**config.mk**
```make
export PLATFORM = sky130hd
export DESIGN_NAME = al422_frame_reader
export DESIGN_NICKNAME = d
export VERILOG_FILES = /design/src/rtl/al422_frame_reader.sv
export SDC_FILE = /design/constraint.sdc
export NUM_CORES = 1
export LEC_CHECK = 0
export ABC_AREA = 1
export CELL_PAD_IN_SITES_DETAIL_PLACEMENT = 1
export CELL_PAD_IN_SITES_GLOBAL_PLACEMENT = 2
export CORE_ASPECT_RATIO = 0.75
export CORE_MARGIN = 5
export CORE_UTILIZATION = 32
export CTS_BUF_LIST = sky130_fd_sc_hd__clkbuf_16
export CTS_CLUSTER_DIAMETER = 80
export DETAILED_ROUTE_END_ITERATION = 8
export MAX_ROUTING_LAYER = met4
export PLACE_DENSITY = 0.86
export SLEW_MARGIN = 20
export SYNTH_ARGS = -nofsm -noshare
export SYNTH_HDL_FRONTEND = slang
export SYNTH_SLANG_ARGS = --single-unit
export TNS_END_PERCENT = 100
```
**constraint.sdc**
```tcl
create_clock -name CLK -period 3.1 [get_ports CLK]
set_input_delay 0.31 -clock CLK [delete_from_list [all_inputs] [get_ports CLK]]
set_output_delay 0.31 -clock CLK [all_outputs]
set_load 0.03 [all_outputs]
```
**src/rtl/al422_frame_reader.sv**
```systemverilog
// AL422 frame FIFO read controller. On a frame-ready pulse it rewinds the
// FIFO read pointer, clocks one frame of bytes out with OV_RCLK, packs them
// into PIX_W-bit pixels and presents them on a valid/ready stream.
//
// Stream handshake: PIX_DATA/PIX_SOF/PIX_EOL are valid while PIX_VALID=1 and
// transfer on a cycle with PIX_VALID && PIX_READY. Once raised, PIX_VALID and
// its payload stay stable until that transfer. PIX_VALID never depends on
// PIX_READY in the same cycle.
module al422_frame_reader #(
  parameter int H_ACTIVE    = 640,
  parameter int V_ACTIVE    = 480,
  parameter int PIX_W       = 16,
  parameter int RCLK_DIV    = 2,
  parameter int RRST_PULSES = 4
) (
  input  logic             CLK,
  input  logic             RST,
  input  logic             FRAME_RDY,
  input  logic             SWAP_EN,
  input  logic             DEC_EN,
  input  logic [7:0]       OV_DATA_IN,
  output logic             OV_RRST,
  output logic             OV_RCLK,
  output logic [PIX_W-1:0] PIX_DATA,
  output logic             PIX_VALID,
  input  logic             PIX_READY,
  output logic             PIX_SOF,
  output logic             PIX_EOL,
  output logic             BUSY,
  output logic             FRAME_DONE,
  output logic [7:0]       DROP_CNT,
  output logic [2:0]       DBG_STATE
);
  localparam int BPP = PIX_W / 8;
  localparam int BW  = (BPP > 1) ? $clog2(BPP) : 1;
  localparam int CW  = (H_ACTIVE > 1) ? $clog2(H_ACTIVE) : 1;
  localparam int RW  = (V_ACTIVE > 1) ? $clog2(V_ACTIVE) : 1;
  localparam int DW  = (RCLK_DIV > 1) ? $clog2(RCLK_DIV) : 1;
  localparam int PW  = (RRST_PULSES > 1) ? $clog2(RRST_PULSES) : 1;

  localparam logic [CW-1:0] COL_LAST     = CW'(H_ACTIVE - 1);
  localparam logic [CW-1:0] DEC_COL_LAST = CW'(((H_ACTIVE - 1) / 2) * 2);
  localparam logic [RW-1:0] ROW_LAST     = RW'(V_ACTIVE - 1);
  localparam logic [DW-1:0] DIV_LAST     = DW'(RCLK_DIV - 1);
  localparam logic [PW-1:0] RRST_LAST    = PW'(RRST_PULSES - 1);
  localparam logic [BW-1:0] BYTE_LAST    = BW'(BPP - 1);

  localparam logic [2:0] S_IDLE  = 3'd0;
  localparam logic [2:0] S_RRST  = 3'd1;
  localparam logic [2:0] S_READ  = 3'd2;
  localparam logic [2:0] S_HOLD  = 3'd3;
  localparam logic [2:0] S_DRAIN = 3'd4;

  logic [2:0]       state;
  logic             rclk, in_flight;
  logic [DW-1:0]    div_cnt;
  logic [PW-1:0]    rrst_cnt;
  logic [BW-1:0]    byte_cnt;
  logic [CW-1:0]    col;
  logic [RW-1:0]    row;
  logic [PIX_W-1:0] pix_acc, pix_next, out_data;
  logic             swap, dec, pend;
  logic             out_valid, out_sof, out_eol;
  logic             hold_sof, hold_eol, hold_last;
  logic [7:0]       drop_cnt;

  logic high_end, low_end, start_pulse, capture, pix_done;
  logic present, sof_now, eol_now, last_now;
  logic accept, reg_free, frame_done_c, drop_inc;
  logic [BW-1:0] pos;

  // Pulse timing, capture point, pixel placement and frame position decode.
  always_comb begin
    high_end     = in_flight && rclk && (div_cnt == DIV_LAST);
    low_end      = in_flight && !rclk && (div_cnt == DIV_LAST);
    start_pulse  = ((state == S_READ) && (!in_flight || low_end)) ||
                   ((state == S_RRST) && (!in_flight || (low_end && rrst_cnt != RRST_LAST)));
    capture      = (state == S_READ) && high_end;
    pix_done     = capture && (byte_cnt == BYTE_LAST);
    pos          = swap ? byte_cnt : BYTE_LAST - byte_cnt;
    pix_next     = pix_acc;
    for (int i = 0; i < BPP; i++)
      if (pos == BW'(i)) pix_next[8*i +: 8] = OV_DATA_IN;
    present      = !dec || (!col[0] && !row[0]);
    sof_now      = (col == '0) && (row == '0);
    eol_now      = dec ? (col == DEC_COL_LAST) : (col == COL_LAST);
    last_now     = (col == COL_LAST) && (row == ROW_LAST);
    accept       = out_valid && PIX_READY;
    reg_free     = !out_valid || PIX_READY;
    frame_done_c = (state == S_DRAIN) && !out_valid && !in_flight;
    drop_inc     = FRAME_RDY && (state != S_IDLE) && pend;
  end

  // Read-clock generator: RCLK_DIV cycles high, RCLK_DIV low per pulse.
  always_ff @(posedge CLK or posedge RST) begin
    if (RST) begin
      rclk      <= 1'b0;
      in_flight <= 1'b0;
      div_cnt   <= '0;
    end else if (start_pulse) begin
      rclk      <= 1'b1;
      in_flight <= 1'b1;
      div_cnt   <= '0;
    end else if (in_flight) begin
      if (div_cnt == DIV_LAST) begin
        div_cnt <= '0;
        if (rclk) rclk <= 1'b0;
        else      in_flight <= 1'b0;
      end else begin
        div_cnt <= div_cnt + 1'b1;
      end
    end
  end

  // Frame sequencing; mode bits are sampled whenever a frame read begins.
  always_ff @(posedge CLK or posedge RST) begin
    if (RST) begin
      state <= S_IDLE;
      swap  <= 1'b0;
      dec   <= 1'b0;
    end else begin
      case (state)
        S_IDLE: if (FRAME_RDY) begin
          state <= S_RRST;
          swap  <= SWAP_EN;
          dec   <= DEC_EN;
        end
        S_RRST: if (low_end && rrst_cnt == RRST_LAST) state <= S_READ;
        S_READ: if (pix_done) begin
          if (present && !reg_free) state <= S_HOLD;
          else if (last_now)        state <= S_DRAIN;
        end
        S_HOLD: if (reg_free) state <= hold_last ? S_DRAIN : S_READ;
        S_DRAIN: if (frame_done_c) begin
          if (pend || FRAME_RDY) begin
            state <= S_RRST;
            swap  <= SWAP_EN;
            dec   <= DEC_EN;
          end else begin
            state <= S_IDLE;
          end
        end
        default: state <= S_IDLE;
      endcase
    end
  end

  // Counts read-pointer reset pulses; restarts whenever RRST is left.
  always_ff @(posedge CLK or posedge RST) begin
    if (RST)                  rrst_cnt <= '0;
    else if (state != S_RRST) rrst_cnt <= '0;
    else if (low_end)         rrst_cnt <= rrst_cnt + 1'b1;
  end

  // One-deep frame queue and saturating drop counter; a request on the
  // done cycle with nothing pending is consumed directly by the restart.
  always_ff @(posedge CLK or posedge RST) begin
    if (RST) begin
      pend     <= 1'b0;
      drop_cnt <= '0;
    end else begin
      if (frame_done_c)                          pend <= 1'b0;
      else if (FRAME_RDY && state != S_IDLE)     pend <= 1'b1;
      if (drop_inc && drop_cnt != 8'hFF)         drop_cnt <= drop_cnt + 1'b1;
    end
  end

  // Byte assembly and source pixel position tracking.
  always_ff @(posedge CLK or posedge RST) begin
    if (RST) begin
      byte_cnt <= '0;
      col      <= '0;
      row      <= '0;
      pix_acc  <= '0;
    end else if (state == S_RRST) begin
      byte_cnt <= '0;
      col      <= '0;
      row      <= '0;
    end else if (capture) begin
      pix_acc <= pix_next;
      if (byte_cnt == BYTE_LAST) begin
        byte_cnt <= '0;
        if (col == COL_LAST) begin
          col <= '0;
          row <= (row == ROW_LAST) ? '0 : row + 1'b1;
        end else begin
          col <= col + 1'b1;
        end
      end else begin
        byte_cnt <= byte_cnt + 1'b1;
      end
    end
  end

  // Output register; a blocked pixel waits in pix_acc with its flags saved.
  always_ff @(posedge CLK or posedge RST) begin
    if (RST) begin
      out_valid <= 1'b0;
      out_data  <= '0;
      out_sof   <= 1'b0;
      out_eol   <= 1'b0;
      hold_sof  <= 1'b0;
      hold_eol  <= 1'b0;
      hold_last <= 1'b0;
    end else if (pix_done && present) begin
      if (reg_free) begin
        out_valid <= 1'b1;
        out_data  <= pix_next;
        out_sof   <= sof_now;
        out_eol   <= eol_now;
      end else begin
        hold_sof  <= sof_now;
        hold_eol  <= eol_now;
        hold_last <= last_now;
      end
    end else if (state == S_HOLD && reg_free) begin
      out_valid <= 1'b1;
      out_data  <= pix_acc;
      out_sof   <= hold_sof;
      out_eol   <= hold_eol;
    end else if (accept) begin
      out_valid <= 1'b0;
    end
  end

  assign OV_RRST    = (state != S_RRST);
  assign OV_RCLK    = rclk;
  assign PIX_DATA   = out_data;
  assign PIX_VALID  = out_valid;
  assign PIX_SOF    = out_sof;
  assign PIX_EOL    = out_eol;
  assign BUSY       = (state != S_IDLE);
  assign FRAME_DONE = frame_done_c;
  assign DROP_CNT   = drop_cnt;
  assign DBG_STATE  = state;
endmodule
```
==> qor.csv, run 1 <==
stage,metric,value,unit
power_and_ir_drop,Sw Share,43.6,%
synthesis,Post-Synthesis Cells,572,
synthesis,cell accounting for the most synthesized area,dfrtp_1,
synthesis,share of the synthesized area in the top cell type,46.1,%
routing,Final ANT Viol Nets,0,
floorplan,Die W,142,microns
routing,detail-routed via count per cell,4.88,
grt,grt total ovfl,0,
sta,final period utilization,76.2,%
synthesis,synthesized area,0.00418,sq mm
synthesis,ys async rst share,100,%
power_and_ir_drop,leakage power,2.60,nW
placement,routability cong.,0.834,
synthesis,sequential area share after synthesis,46.1,%
floorplan,std cell rows,36,
clock_network,TritonCTS clock tree,done,
synthesis,Synth area leaders,"dfrtp_1, nand2_1, o21ai_0",
sta,clk_skew,0.00609,ns
synthesis,Most used DFF post-synth,dfrtp_1,
power_and_ir_drop,VDD IR-drop max,0.000370,V
synthesis,Synth warnings,0,
floorplan,chip height,109,microns
synthesis,synth cell count leaders,"nand2_1, dfrtp_1, o21ai_0",
clock_network,total CTS buffers,9,
sta,sum of negative setup slack,0,ns
routing,drt total wl,11800,microns
routing,DRT Pass-1 Iters,4,
placement,PortBufs,47,
power_and_ir_drop,sw power,2.21,mW
power_and_ir_drop,clock network fraction of total power,21.8,%
sta,shortest period the worst path allows,2.36,ns
grt,GRT Overall Usage,16.7,%
grt,initial antenna violation count,0,
sta,pin slew with the least headroom to its limit,0.947,ns
power_and_ir_drop,Pwr Density,988,mW/mm^2
final_layout,fin nets,638,
floorplan,DIE AREA,0.0155,sq mm
setup_path,Slowest Stage Delay on Critical Path,0.78,ns
synthesis,Syn Area/Cell,7.30,sq um
synthesis,#FFs+latches synth,77,
final_layout,Syn-to-layout area delta,22.8,%
routing,Post-route DRC,0,
sta,Final Max Slew Viols,0,
clock_network,CTS Root Cell,clkbuf_16,
grt,M3 GR Usage,3.24,%
clock_network,CTS clock-pin slew for the worst setup and hold paths,0.06,ns
floorplan,# IOs,48,
grt,GR Util met2,24.4,%
outcome,status,"complete, no violations",
grt,largest net degree at the start of global routing,51,
sta,Setup-failing EPs final,0,
routing,Vias,3866,
synthesis,"Net Count, Synth",593,
clock_network,postcts setup bufs,0,
sta,RSZ-0062 raised after global routing,false,
clock_network,# H-tree levels,3,
clock_network,CTS sink count,77,
grt,layer with the highest usage,met2,
setup_path,crit path cell chain,nor2_1 > nand2_1 > clkdlybuf4s50_1,
sta,worst rel slew slack,36.7,%
setup_path,worst-path fanout max,11,
synthesis,Yosys cell types,32,
setup_path,CP max stage cell,clkdlybuf4s50_1,
clock_network,Longest Clk Path Bufs,2,
flow_run,max_cap viols,0,
power_and_ir_drop,Cell Int Power,2.86,mW
floorplan,Starting Density,32.4,%
synthesis,"EDFF count, synth",0,
final_layout,fin util,39.8,%
clock_network,cts repair resizes,0,
placement,Final HPWL DP,8580,microns
grt,number of global-route vias before repair,4022,
sta,fmax,423,MHz
routing,DR iter-0 viols,226,
setup_path,CP Launch Type,flop,
setup_path,WS Path Type,flop to primary output,
sta,final hold violation count,0,
clock_network,CTS Hold Bufs,0,
floorplan,core area,0.0129,sq mm
clock_network,Clock Latency Late Sink,0.33,ns
synthesis,cell with the most instances after synthesis,nand2_1,
setup_path,"Arr. time, crit path",2.05,ns
min_path,Hold WC Path Type,input port to asynchronous set/reset pin,
final_layout,# diodes,0,
grt,global-route wire length before repair,20300,microns
grt,met1 Use GR,24.2,%
final_layout,layout cells sized above 1,4.19,%
power_and_ir_drop,logic gate share of total power,45.4,%
setup_path,Crit. End Element,primary output,
setup_path,Worst Path Required,2.79,ns
power_and_ir_drop,sequential share of power,32.8,%
routing,drt wl/cell,14.9,microns
## per-layer routing
metal	routed length, microns	vias to the layer above
met5	0	-
met2	5220	49
li1	-	1906
met4	48	0
met1	6160	1907
met3	358	4
## per-stage QoR
stage / area (sq um) / setup slack [ns] / power (mW) / std cells / hold WS, ns
final: 5130 / 0.737 / 5.07 / 792 / 0.401
after global routing: 5130 / 0.622 / 5.49 / 792 / 0.475
after CTS: 5130 / 0.699 / 5.15 / 792 / 0.433
after detailed placement: 4820 / 0.902 / 3.99 / 777 / 0.473
after global placement: 4820 / 0.930 / 3.91 / 777 / 0.463
after floorplan: 4180 / 0.823 / 3.15 / 572 / 0.452
## flip-flops by register name, summed over array words and instances (netlist names)
register,flops
PIX_EOL,1
in_flight,1
rrst_cnt,2
byte_cnt,1
pix_acc,16
pend,1
DROP_CNT,8
hold_sof,1
OV_RCLK,1
PIX_VALID,1
swap,1
hold_eol,1
dec,1
row,9
hold_last,1
PIX_SOF,1
DBG_STATE,3
div_cnt,1
PIX_DATA,16
col,10
## worst paths after layout
| path | from | end | slack [ns] | cells past startpoint |
|---|---|---|---|---|
| setup / recovery | DBG_STATE[1]$_DFFE_PP0P_ | OV_RRST | 0.74 | 3 |
| hold / removal | RST | DROP_CNT[0]$_DFFE_PP0P_ | 0.40 | 2 |
| max in group asynchronous | RST | PIX_DATA[11]$_DFFE_PP0P_ | 1.98 | 3 |
| setup reg to reg | DBG_STATE[2]$_DFFE_PP0P_ | PIX_DATA[6]$_DFFE_PP0P_ | 0.92 | 7 |
| min in group CLK | PIX_DATA[11]$_DFFE_PP0P_ | PIX_DATA[11]$_DFFE_PP0P_ | 0.49 | 2 |
| hold reg to reg | PIX_DATA[11]$_DFFE_PP0P_ | PIX_DATA[11]$_DFFE_PP0P_ | 0.49 | 2 |
## cell families after synthesis
| kind of cell | count (synthesis) | synth area share (%) |
|---|---|---|
| buffers and inverters | 82 | 7.70 |
| AND/OR/NAND/NOR | 305 | 30.4 |
| adder cells (fa/ha/maj) | 7 | 2.10 |
| AO/OA/AOI/OAI | 91 | 11.6 |
| XOR/XNOR | 10 | 2.10 |
| flip-flops | 77 | 46.1 |
## area by class of cell
type                            count  area (sq um)
Fill cell                        1629          7750
Multi-Input combinational cell    413          1930
Sequential cell                    77          1930
Timing Repair Buffer               50           505
Inverter                           66           248
Clock buffer                        9           225
Tap cell                          171           214
Clock inverter                      6          80.1
## layout by cell type, fill, tap and decap left out, types with 4 or more instances in the layout
master           instances
nor3_1                   4
inv_1                   65
nor2_1                  40
ha_1                     7
xor2_1                   9
a21oi_1                  9
o21ai_0                 67
nand3_1                 24
nand2_1                212
dfrtp_1                 77
nand4_1                 15
clkbuf_16                9
clkdlybuf4s50_1         47
o21ai_1                  7
## power by group through the flow
stage / logic [mW] / registers [mW] / clock network (mW)
global placement: 2.26 / 1.66 / 0
finish: 2.30 / 1.66 / 1.10
global route: 2.59 / 1.72 / 1.18
detailed placement: 2.32 / 1.68 / 0
CTS: 2.33 / 1.67 / 1.15
floorplan: 1.19 / 1.96 / 0
## worst max-delay path: cells and delay by family (launching register included)
family / cells / cell delay [ns]
and+or+nand+nor: 2 / 0.47
DFF: 1 / 0.47
buffers and inverters: 1 / 0.78
(Power assumes the default switching activity.)
==> run 2: changes to the inputs <==
--- a/config.mk
+++ b/config.mk
@@ -10,12 +10,12 @@
 export CELL_PAD_IN_SITES_GLOBAL_PLACEMENT = 2
 export CORE_ASPECT_RATIO = 0.75
 export CORE_MARGIN = 5
-export CORE_UTILIZATION = 32
+export CORE_UTILIZATION = 29
 export CTS_BUF_LIST = sky130_fd_sc_hd__clkbuf_16
 export CTS_CLUSTER_DIAMETER = 80
 export DETAILED_ROUTE_END_ITERATION = 8
 export MAX_ROUTING_LAYER = met4
-export PLACE_DENSITY = 0.86
+export PLACE_DENSITY = 0.83
 export SLEW_MARGIN = 20
 export SYNTH_ARGS = -nofsm -noshare
 export SYNTH_HDL_FRONTEND = slang
==> constraint.sdc (replaced) <==
create_clock -name CLK -period 2 [get_ports CLK]
set_input_delay 0.2 -clock CLK [delete_from_list [all_inputs] [get_ports CLK]]
set_output_delay 0.2 -clock CLK [all_outputs]
set_load 0.03 [all_outputs]
==> run 2 against run 1 <==
Final cell count is 5.3% higher. Non-clock buffer count is 12 higher. Sequential cell count stayed put. Worst setup slack worse by 0.61 ns. Die area is 9.5% higher. Cell area is 3.8% higher. Power is 59% higher. First-iteration DRC count is 26% lower. Via count is 0.75% lower. Critical endpoint is now FRAME_DONE. Clock skew is 0.0025 ns higher. Register-to-register slack worse by 0.74 ns.
==> qor.csv, run 2 (synthesis gave the netlist of run 1 again) <==
stage,metric,value,unit,change
sta,worst rel slew slack,61.6,%,+25 points
setup_path,CP max stage cell,dfrtp_1,,
clock_network,CTS Root Cell,clkbuf_16,,
power_and_ir_drop,Pwr Density,1520,mW/mm^2,+54%
floorplan,DIE AREA,0.0169,sq mm,+9.5%
placement,Final HPWL DP,8820,microns,+2.8%
routing,drt wl/cell,14.6,microns,-1.6%
sta,RSZ-0062 raised after global routing,false,,
clock_network,# H-tree levels,3,,unchanged
final_layout,# fillers,1744,,+7.1%
grt,global-route wire length before repair,20900,microns,+2.7%
clock_network,Clock Latency Late Sink,0.36,ns,+0.03 ns
power_and_ir_drop,Design Power,8.07,mW,+59%
grt,number of global-route vias before repair,4031,,+0.22%
routing,DRT Pass-1 Iters,4,,unchanged
power_and_ir_drop,VDD IR-drop max,0.000868,V,+130%
grt,largest net degree at the start of global routing,35,,-31%
power_and_ir_drop,leakage power,2.68,nW,+3.1%
clock_network,total CTS buffers,9,,unchanged
clock_network,Longest Clk Path Bufs,2,,unchanged
final_layout,"most common cell after layout, fill and taps aside",nand2_1,,
setup_path,Worst path top cell family by delay,simple AND/OR/NAND/NOR gates,,
sta,pin slew with the least headroom to its limit,0.574,ns,-0.373 ns
floorplan,Starting Density,29.2,%,-3.2 points
flow_run,max_cap viols,0,,unchanged
routing,Post-route DRC,0,,unchanged
sta,shortest period the worst path allows,1.88,ns,
setup_path,WS Path Type,flop to primary output,,
final_layout,layout cells sized above 1,7.26,%,+3.1 points
sta,sum of negative setup slack,0,ns,unchanged
floorplan,Die W,149,microns,+4.7%
setup_path,"Arr. time, crit path",1.68,ns,-0.37 ns
floorplan,core area,0.0143,sq mm,+11%
floorplan,# IOs,48,,unchanged
routing,detail-routed via count per cell,4.60,,-5.7%
final_layout,"commonest cells after routing, fill and taps aside","nand2_1, dfrtp_1, o21ai_0",,
grt,grt total ovfl,0,,unchanged
routing,Vias,3837,,-0.75%
sta,clk_skew,0.00857,ns,+0.00249 ns
setup_path,CP Launch Type,flop,,
setup_path,worst-path fanout max,7,,-4
floorplan,chip height,114,microns,+4.6%
routing,DR iter-0 viols,167,,-26%
grt,GRT Overall Usage,16.0,%,-0.72 points
grt,initial antenna violation count,0,,unchanged
outcome,status,"complete, no violations",,
setup_path,crit path cell chain,inv_1 > nand2_1 > nor4_1 > buf_4,,
placement,routability cong.,0.870,,+4.3%
setup_path,crit path buf inv count,2,,+1
floorplan,std cell rows,38,,+5.6%
placement,pre-CTS WS,0.182,ns,-0.720 ns
clock_network,CTS clock-pin slew for the worst setup and hold paths,0.07,ns,about the same
final_layout,# diodes,0,,unchanged
final_layout,fin nets,650,,+1.9%
placement,PortBufs,47,,unchanged
setup_path,Slowest Stage Delay on Critical Path,0.46,ns,-0.32 ns
routing,Final ANT Viol Nets,0,,unchanged
setup_path,Crit. End Element,primary output,,
clock_network,TritonCTS clock tree,done,,
clock_network,CTS sink count,77,,unchanged
min_path,Hold WC Path Type,input port to asynchronous set/reset pin,,
sta,worst hold slack,0.251,ns,-0.150 ns
sta,setup slack after layout,0.124,ns,-0.613 ns
sta,final period utilization,93.8,%,
sta,fmax,533,MHz,
final_layout,Syn-to-layout area delta,27.4,%,
sta,Setup-failing EPs final,0,,unchanged
setup_path,Worst Path Required,1.80,ns,-0.99 ns
routing,drt total wl,12200,microns,+3.6%
sta,final hold violation count,0,,unchanged
sta,Final Max Slew Viols,0,,unchanged
-- run 2: path summary, 6_finish.rpt --
kind                                          startpoint                        to  slack, ns  cells past startpoint
worst max-delay path                 in_flight$_DFF_PP0_                FRAME_DONE       0.12                      4
max in group asynchronous                            RST        col[7]$_DFFE_PP0P_       1.21                      3
worst max register to register        col[0]$_DFFE_PP0P_        row[4]$_DFFE_PP0P_       0.18                      9
worst min register to register  PIX_DATA[14]$_DFFE_PP0P_  PIX_DATA[14]$_DFFE_PP0P_       0.49                      2
worst min-delay path                                 RST  PIX_DATA[14]$_DFFE_PP0P_       0.25                      2
min in group CLK                                  DEC_EN           dec$_DFFE_PP0P_       0.41                      3
-- run 2: final cells by class --
class	instances	area [sq um]	share of cell area [%]
Multi-Input combinational cell	413	1940	36.5
Sequential cell	77	1930	36.2
Timing Repair Buffer	62	618	11.6
Inverter	66	251	4.73
Tap cell	200	250	4.70
Clock buffer	9	225	4.23
Clock inverter	7	104	1.95
-- run 2: per-layer routing --
metal / up-vias / global-route usage (%) / routed length (microns) / share of wire [%]
met4: 0 / 5.11 / 124 / 1.0
li1: 1932 / - / - / -
met2: 62 / 22.8 / 5190 / 43
met1: 1832 / 22.5 / 6450 / 53
met3: 11 / 3.61 / 435 / 3.6
met5: - / - / 0 / 0
-- run 2: power by group --
group / switching [mW] / internal, mW / leakage, nW / total [mW]
Clock: 0.729 / 1.11 / 0.155 / 1.84
Sequential: 0.481 / 2.10 / 0.955 / 2.58
Combinational: 2.33 / 1.32 / 1.57 / 3.65
Total: 3.54 / 4.53 / 2.68 / 8.07
-- run 2: what timing repair did --
action / in CTS / in global routing
endpoints found under the setup margin: 1 / 19
setup buffers: 0 / 0
resized for setup: 1 / 4
hold buffers: 0 / 0
-- run 2: per-stage QoR --
step	std cells	area, sq um	utilization (%)
2_1_floorplan	572	4180	-
3_3_place_gp	818	4970	34.7
3_5_place_dp	818	4970	34.7
4_1_cts	834	5300	37.1
5_1_grt	834	5320	37.2
6_report	834	5320	37.2
-- run 2: worst reg2reg max path, stage by stage, from the launching register on --
cell	delay, ns
dfrtp_1	0.42
ha_1	0.24
inv_1	0.08
nor2_1	0.06
nand3_1	0.23
nand2_1	0.13
nand2_2	0.28
inv_1	0.12
nand2_1	0.07
o21ai_0	0.07
==> run 3: changes to the inputs <==
--- a/config.mk
+++ b/config.mk
@@ -11,7 +11,6 @@
 export CORE_ASPECT_RATIO = 0.75
 export CORE_MARGIN = 5
 export CORE_UTILIZATION = 29
-export CTS_BUF_LIST = sky130_fd_sc_hd__clkbuf_16
 export CTS_CLUSTER_DIAMETER = 80
 export DETAILED_ROUTE_END_ITERATION = 8
 export MAX_ROUTING_LAYER = met4
==> results of run 3 <==
No change in the layout: final DEF, timing and power equal those of run 2.
